$ cat src/rtl/dmem_arb_pkg.sv
// Shared types for the data-memory port arbiter: FSM state and read-response tag encodings.
package dmem_arb_pkg;

  localparam int unsigned DW = 32;
  localparam int unsigned SW = 4;

  typedef enum logic [0:0] {
    ARB   = 1'b0,
    DLOCK = 1'b1
  } arb_state_e;

  typedef enum logic [1:0] {
    TAG_NONE = 2'd0,
    TAG_C    = 2'd1,
    TAG_D    = 2'd2
  } rtag_e;

  // All-zero strobes mean the access is a read.
  function automatic logic is_read(input logic [SW-1:0] wstb);
    return wstb == '0;
  endfunction

endpackage

$ cat src/rtl/dmem_port_arbiter_if.sv
// Bundle of core port (C_*), debug port (D_*) and memory port (M_*) signals around the arbiter.
interface dmem_port_arbiter_if #(
  parameter int unsigned AW = 30
);
  import dmem_arb_pkg::*;

  logic          C_REQ;
  logic [SW-1:0] C_WSTB;
  logic [AW-1:0] C_ADDR;
  logic [DW-1:0] C_WDATA;
  logic          C_GNT;
  logic          C_RVALID;
  logic [DW-1:0] C_RDATA;

  logic          D_REQ;
  logic [SW-1:0] D_WSTB;
  logic [AW-1:0] D_ADDR;
  logic [DW-1:0] D_WDATA;
  logic          D_GNT;
  logic          D_RVALID;
  logic [DW-1:0] D_RDATA;
  logic          D_LOCK;

  logic          M_EN;
  logic [SW-1:0] M_WSTB;
  logic [AW-1:0] M_ADDR;
  logic [DW-1:0] M_WDATA;
  logic [DW-1:0] M_RDATA;

  // Arbiter side.
  modport slave (
    input  C_REQ, C_WSTB, C_ADDR, C_WDATA,
    output C_GNT, C_RVALID, C_RDATA,
    input  D_REQ, D_WSTB, D_ADDR, D_WDATA, D_LOCK,
    output D_GNT, D_RVALID, D_RDATA,
    output M_EN, M_WSTB, M_ADDR, M_WDATA,
    input  M_RDATA
  );

  // Requester / memory side.
  modport master (
    output C_REQ, C_WSTB, C_ADDR, C_WDATA,
    input  C_GNT, C_RVALID, C_RDATA,
    output D_REQ, D_WSTB, D_ADDR, D_WDATA, D_LOCK,
    input  D_GNT, D_RVALID, D_RDATA,
    input  M_EN, M_WSTB, M_ADDR, M_WDATA,
    output M_RDATA
  );

endinterface

$ cat src/rtl/dmem_arb_starve_cnt.sv
// Saturating count of consecutive cycles the debug port was denied while requesting.
module dmem_arb_starve_cnt #(
  parameter int unsigned MAX_WAIT = 8,
  localparam int unsigned CW = $clog2(MAX_WAIT + 1)
) (
  input  logic CLK,
  input  logic RSTN,
  input  logic clr,
  input  logic inc,
  output logic sat_c
);

  logic [CW-1:0] cnt;

  assign sat_c = (cnt == CW'(MAX_WAIT));

  always_ff @(posedge CLK) begin
    if (!RSTN) begin
      cnt <= '0;
    end else if (clr) begin
      cnt <= '0;
    end else if (inc && !sat_c) begin
      cnt <= cnt + CW'(1);
    end
  end

endmodule

$ cat src/rtl/dmem_port_arbiter.sv
// Two-port arbiter for the single-port data memory: core priority, debug starvation guard and lock.
// Optional DMEM_ARB_PERF_EN adds grant/stall performance counters.
module dmem_port_arbiter
  import dmem_arb_pkg::*;
#(
  parameter int unsigned AW       = 30,
  parameter int unsigned MAX_WAIT = 8
) (
  input  logic                CLK,
  input  logic                RSTN,
  dmem_port_arbiter_if.slave  bus
`ifdef DMEM_ARB_PERF_EN
  ,
  output logic [31:0]         PERF_C_GNT,
  output logic [31:0]         PERF_D_GNT,
  output logic [31:0]         PERF_C_STALL
`endif
);

  arb_state_e    state_q, state_d;
  rtag_e         rtag_q, rtag_d;
  logic          c_gnt, d_gnt;
  logic          wait_sat, wait_clr, wait_inc;
  logic [AW-1:0] m_addr;

  dmem_arb_starve_cnt #(
    .MAX_WAIT (MAX_WAIT)
  ) u_starve_cnt (
    .CLK   (CLK),
    .RSTN  (RSTN),
    .clr   (wait_clr),
    .inc   (wait_inc),
    .sat_c (wait_sat)
  );

  // State and read-tag registers.
  always_ff @(posedge CLK) begin
    if (!RSTN) begin
      state_q <= ARB;
      rtag_q  <= TAG_NONE;
    end else begin
      state_q <= state_d;
      rtag_q  <= rtag_d;
    end
  end

  // Next-state: enter lock on a locked debug grant, leave when the lock drops.
  always_comb begin
    state_d = state_q;
    unique case (state_q)
      ARB:     if (d_gnt && bus.D_LOCK) state_d = DLOCK;
      DLOCK:   if (!bus.D_LOCK)         state_d = ARB;
      default: state_d = ARB;
    endcase
  end

  // Grants, memory mux, starvation counter control and response routing.
  always_comb begin
    c_gnt    = 1'b0;
    d_gnt    = 1'b0;
    rtag_d   = TAG_NONE;
    wait_clr = 1'b0;
    wait_inc = 1'b0;
    m_addr   = '0;

    if (RSTN) begin
      unique case (state_q)
        ARB: begin
          if (bus.D_REQ && (wait_sat || !bus.C_REQ)) d_gnt = 1'b1;
          else if (bus.C_REQ)                        c_gnt = 1'b1;
        end
        DLOCK:   d_gnt = bus.D_REQ;
        default: ;
      endcase
    end

    wait_clr = d_gnt || !bus.D_REQ;
    wait_inc = bus.D_REQ && !d_gnt && (state_q == ARB);

    if (d_gnt && is_read(bus.D_WSTB))      rtag_d = TAG_D;
    else if (c_gnt && is_read(bus.C_WSTB)) rtag_d = TAG_C;

    m_addr      = d_gnt ? bus.D_ADDR : bus.C_ADDR;
    bus.C_GNT   = c_gnt;
    bus.D_GNT   = d_gnt;
    bus.M_EN    = c_gnt | d_gnt;
    bus.M_WSTB  = d_gnt ? bus.D_WSTB : (c_gnt ? bus.C_WSTB : '0);
    bus.M_ADDR  = m_addr;
    bus.M_WDATA = d_gnt ? bus.D_WDATA : bus.C_WDATA;

    // A read in flight when reset is applied never returns.
    bus.C_RVALID = RSTN && (rtag_q == TAG_C);
    bus.D_RVALID = RSTN && (rtag_q == TAG_D);
    bus.C_RDATA  = bus.M_RDATA;
    bus.D_RDATA  = bus.M_RDATA;
  end

`ifdef DMEM_ARB_PERF_EN
  always_ff @(posedge CLK) begin
    if (!RSTN) begin
      PERF_C_GNT   <= '0;
      PERF_D_GNT   <= '0;
      PERF_C_STALL <= '0;
    end else begin
      if (c_gnt)                 PERF_C_GNT   <= PERF_C_GNT + 32'd1;
      if (d_gnt)                 PERF_D_GNT   <= PERF_D_GNT + 32'd1;
      if (bus.C_REQ && !c_gnt)   PERF_C_STALL <= PERF_C_STALL + 32'd1;
    end
  end
`endif

endmodule
$ cat src/flat_wrapper.sv
// flat-port wrapper written by rule: the top's interface ports become plain ports
module dmem_port_arbiter_flat import dmem_arb_pkg::*;
#(
  parameter int unsigned AW       = 30,
  parameter int unsigned MAX_WAIT = 8
)
  (CLK, RSTN, bus_C_REQ, bus_C_WSTB, bus_C_ADDR, bus_C_WDATA, bus_C_GNT, bus_C_RVALID, bus_C_RDATA, bus_D_REQ, bus_D_WSTB, bus_D_ADDR, bus_D_WDATA, bus_D_LOCK, bus_D_GNT, bus_D_RVALID, bus_D_RDATA, bus_M_EN, bus_M_WSTB, bus_M_ADDR, bus_M_WDATA, bus_M_RDATA);
  dmem_port_arbiter_if #(.AW(AW)) bus_i ();
  input  logic CLK;
  input  logic RSTN;
  input wire logic [$bits(bus_i.C_REQ)-1:0] bus_C_REQ;
  input wire logic [$bits(bus_i.C_WSTB)-1:0] bus_C_WSTB;
  input wire logic [$bits(bus_i.C_ADDR)-1:0] bus_C_ADDR;
  input wire logic [$bits(bus_i.C_WDATA)-1:0] bus_C_WDATA;
  output wire logic [$bits(bus_i.C_GNT)-1:0] bus_C_GNT;
  output wire logic [$bits(bus_i.C_RVALID)-1:0] bus_C_RVALID;
  output wire logic [$bits(bus_i.C_RDATA)-1:0] bus_C_RDATA;
  input wire logic [$bits(bus_i.D_REQ)-1:0] bus_D_REQ;
  input wire logic [$bits(bus_i.D_WSTB)-1:0] bus_D_WSTB;
  input wire logic [$bits(bus_i.D_ADDR)-1:0] bus_D_ADDR;
  input wire logic [$bits(bus_i.D_WDATA)-1:0] bus_D_WDATA;
  input wire logic [$bits(bus_i.D_LOCK)-1:0] bus_D_LOCK;
  output wire logic [$bits(bus_i.D_GNT)-1:0] bus_D_GNT;
  output wire logic [$bits(bus_i.D_RVALID)-1:0] bus_D_RVALID;
  output wire logic [$bits(bus_i.D_RDATA)-1:0] bus_D_RDATA;
  output wire logic [$bits(bus_i.M_EN)-1:0] bus_M_EN;
  output wire logic [$bits(bus_i.M_WSTB)-1:0] bus_M_WSTB;
  output wire logic [$bits(bus_i.M_ADDR)-1:0] bus_M_ADDR;
  output wire logic [$bits(bus_i.M_WDATA)-1:0] bus_M_WDATA;
  input wire logic [$bits(bus_i.M_RDATA)-1:0] bus_M_RDATA;
  assign bus_i.C_REQ = bus_C_REQ;
  assign bus_i.C_WSTB = bus_C_WSTB;
  assign bus_i.C_ADDR = bus_C_ADDR;
  assign bus_i.C_WDATA = bus_C_WDATA;
  assign bus_C_GNT = bus_i.C_GNT;
  assign bus_C_RVALID = bus_i.C_RVALID;
  assign bus_C_RDATA = bus_i.C_RDATA;
  assign bus_i.D_REQ = bus_D_REQ;
  assign bus_i.D_WSTB = bus_D_WSTB;
  assign bus_i.D_ADDR = bus_D_ADDR;
  assign bus_i.D_WDATA = bus_D_WDATA;
  assign bus_i.D_LOCK = bus_D_LOCK;
  assign bus_D_GNT = bus_i.D_GNT;
  assign bus_D_RVALID = bus_i.D_RVALID;
  assign bus_D_RDATA = bus_i.D_RDATA;
  assign bus_M_EN = bus_i.M_EN;
  assign bus_M_WSTB = bus_i.M_WSTB;
  assign bus_M_ADDR = bus_i.M_ADDR;
  assign bus_M_WDATA = bus_i.M_WDATA;
  assign bus_i.M_RDATA = bus_M_RDATA;
  dmem_port_arbiter #(.AW(AW), .MAX_WAIT(MAX_WAIT)) u_core (.CLK(CLK), .RSTN(RSTN), .bus(bus_i));
endmodule
$ cat config.mk
export PLATFORM = sky130hd
export DESIGN_NAME = dmem_port_arbiter_flat
export DESIGN_NICKNAME = d
export VERILOG_FILES = /design/src/rtl/dmem_arb_pkg.sv /design/src/rtl/dmem_port_arbiter_if.sv /design/src/rtl/dmem_arb_starve_cnt.sv /design/src/rtl/dmem_port_arbiter.sv /design/src/flat_wrapper.sv
export SDC_FILE = /design/constraint.sdc
export NUM_CORES = 1
export LEC_CHECK = 0
export CAP_MARGIN = 20
export CORE_AREA = 2 2 117 119
export CTS_CLUSTER_DIAMETER = 30
export DETAILED_ROUTE_END_ITERATION = 6
export DIE_AREA = 0 0 119 121
export PLACE_DENSITY = 0.58
export SYNTH_ARGS = -nofsm -noshare
export SYNTH_HDL_FRONTEND = slang
export SYNTH_SLANG_ARGS = --single-unit
$ cat constraint.sdc
create_clock -name CLK -period 2.71 [get_ports CLK]
set_input_delay 0.6775 -clock CLK [delete_from_list [all_inputs] [get_ports CLK]]
set_output_delay 0.6775 -clock CLK [all_outputs]
set_load 0.03 [all_outputs]
==> results of run 1 <==
==> worst register-to-register path, delay by kind of cell (launching register included) <==
kind	cells	cell delay, ns
flops	1	0.31
buf+inv	5	0.60
compound gates	1	0.14
simple gates	2	0.67
==> cells by family (layout without fill, tap and decap cells) <==
| logic type | Yosys count | after routing | synth area share [%] |
|---|---|---|---|
| buf+inv | 78 | 254 | 32.5 |
| mux | 62 | 62 | 46.9 |
| simple gates | 29 | 29 | 7.65 |
| compound gates | 14 | 14 | 4.53 |
| flops | 7 | 7 | 7.14 |
| fa+ha+maj | 2 | 2 | 1.28 |
==> power groups by stage <==
stage	sequential, mW	combinational (mW)	clock [mW]
after floorplan	0.108	0.518	0
after global placement	0.108	0.701	0
after detailed placement	0.108	0.704	0
after CTS	0.107	0.738	0.257
after global routing	0.107	0.784	0.264
final	0.107	0.750	0.252
==> worst max-delay path by stage <==
stage	startpoint	to	slack [ns]	cells after the start
after floorplan	bus_C_REQ	bus_M_ADDR[20]	0.38	5
after CTS	u_core.u_starve_cnt.cnt[0]$_SDFFE_PP0P_	bus_M_ADDR[2]	-0.11	10
after global routing	u_core.u_starve_cnt.cnt[0]$_SDFFE_PP0P_	bus_M_ADDR[27]	-0.07	9
final	u_core.u_starve_cnt.cnt[0]$_SDFFE_PP0P_	bus_M_ADDR[27]	-0.02	9
after detailed placement	RSTN	bus_M_WDATA[29]	-0.68	6
after global placement	RSTN	bus_M_WDATA[29]	-0.66	6
==> flip-flops by register name (all words and copies together), names as in the netlist <==
name and count:
u_core.rtag_q 2, u_core.u_starve_cnt.cnt 4, u_core.state_q 1
==> layer usage <==
layer,vias up,share of wire [%]
li1,950,-
met1,914,40
met4,0,0.48
met3,6,10
met2,136,50
met5,-,0
==> Yosys cell counts, drive strengths merged <==
cell type	number
a21o	1
a21oi	5
and3b	1
buf	71
clkbuf	1
dfxtp	7
ha	2
inv	6
mux2	62
nand2	11
nand2b	2
nand3	1
nor2	4
nor2b	1
nor3	3
nor3b	1
o21ai	1
o21ba	1
o22ai	4
o31ai	2
or3	1
or4	4
==> final cells by class <==
cell class | instances | area, um2
multi-input combinational | 107 | 1250
timing repair buffer | 244 | 2370
sequential | 7 | 143
inverter | 6 | 22.5
tap | 176 | 220
clock buffer | 4 | 78.8
fill | 1312 | 9000
==> metrics by stage <==
step                utilization (%)  worst slack, ns  hold WS (ns)  setup TNS, ns
global route                   31.2          -0.0667         0.473          -1.13
floorplan                         -            0.380         0.424              0
global placement               28.6           -0.661         0.436         -34.63
detailed placement             28.6           -0.677         0.440         -35.35
CTS                            30.8           -0.109         0.446         -0.804
finish                         31.2          -0.0202         0.447         -0.157
==> timing repair <==
action	4_1_cts	5_1_grt
setup buffers	16	4
setup endpoints to repair	63	48
gates resized for setup	315	20
pin swaps	3	6
cloned	2	0
==> metrics, run 1 <==
Clk Latency, worst-skew pair 0.23 ns; Initial Utilization between 10% and 20%; WHS Path Cells 2; Synth Register Bits 7; cts hold-fix bufs 0; Synth area leaders mux2_4 (45%), buf_4 (24%), dfxtp_1 (7.1%), buf_12 (6.1%), nand2_1 (2.1%); CP Max Fanout 7; crit-path cells inv_2 > ha_2 > and3b_2 > o21ba_4 > buf_12 > buf_16 > buf_12 > mux2_4 > buf_6; GPL Wtd Cong 0.758; via-per-instance ratio 3.69; hold_sp u_core.state_q$_SDFF_PN0_; Area Growth Syn to Fin 108%; CP peak stage delay 0.32 ns; reg-to-reg startpoint u_core.state_q$_SDFF_PN0_; Netlist cell types 26; post-synthesis sequential area ratio 7.14%; Slew @ Worst Pin around 0.38 ns; Final Skew roughly 0.0011 ns; clk buf depth 2; Peak VDD IR 0.259 mV; most common cell after layout, fill and taps aside clkdlybuf4s50_1; Startpoint Class register; post-route insts no fill ~540; Clk pwr share 22.7%; Design Power 1.11 mW; H-tree depth 1; worst min path class register to register; Worst setup EP type output port; reg2reg path depth 8; global route total overflow 0; Worst Path Buf+Inv 5; Final ANT Viol Nets 0; met3 Track Usage GR 3.38%; Placeable Area between 10000 and 15000 um2; Netlist Area Pre-Place 1960 um2; Post-Syn Instances 192; Pleak roughly 1.8 nW; status finished with violations; critical path class register to output port; Avg Cell Area, Syn 10.2 um2; vias in the first global route between 2k and 2.5k; final worst path period need 2.73 ns; drt total wl approximately 8000 um; most frequent cells in the layout clkdlybuf4s50_1 (133), mux2_4 (59), buf_6 (40); Comb power frac 67.6%; most frequent CP cell buf_12; Global Route met1 Usage 12.1%; RSZ-0062 raised after global routing true; CP top delay family buffers and inverters; Final Max Slew Viols 0; Max Cap Viol 0; post-synth top area share a little under half; PortBufs 207; first-pass GRT wire length 11800 um; final net count 540; initial antenna violation count 0; clk sinks 7; cell taking the most area after synthesis mux2_4; hold endpoint u_core.state_q$_SDFF_PN0_; wire per inst 14.9 um; # rows 42; dpl cells 520; layout cell share with drive strength beyond 1 51.9%; Seq pwr share 9.7%; Layout Cell Area excl Fill about 4100 um2; number of CTS-inserted buffers 3; CTS Root Buffer Type clkbuf_16; die height 121 um; Ports 304; fin crit share 101%; Post-DP HPWL 6300 um; Power Internal 737 uW; synth warn 0; flop-to-flop setup slack ~0.9 ns; First DRT Iteration DRCs 44; largest net degree at the start of global routing 13; Placed Area 3740 um2; CP max-delay cell dfxtp_2; CP required 2.03 ns; DIE AREA 14400 um2; clk slew on worst S/H paths 0.03 ns; DR pass1 iterations 4; Power Density 271 nW/um2; final setup violating endpoints 12; drc violations 0; Syn Nets ~360; GR Util met2 18.3%; Total GRT Usage 10.3%; Hold Vio Cnt, Final 0; busiest grt layer met2; Ant. Diodes 0; fmax 366 MHz; worst setup slack after layout -0.0202 ns; failing checks negative setup slack; chip width 119 um; CTS tree done; relative slew slack 74.8%; Worst Path Arrival about 2 ns; via total after detailed routing between 2k and 2.5k; switching fraction of total power 33.6%; net switching power ~370 uW; worst flop-to-flop path endpoint u_core.u_starve_cnt.cnt[0]$_SDFFE_PP0P_
No activity file was read; power rests on OpenSTA's default activity.
==> run 2, diff against run 1 <==
- CTS_CLUSTER_SIZE: not set -> 8
==> results of run 2 <==
Final layout, timing and power as in run 1 (identical DEF).
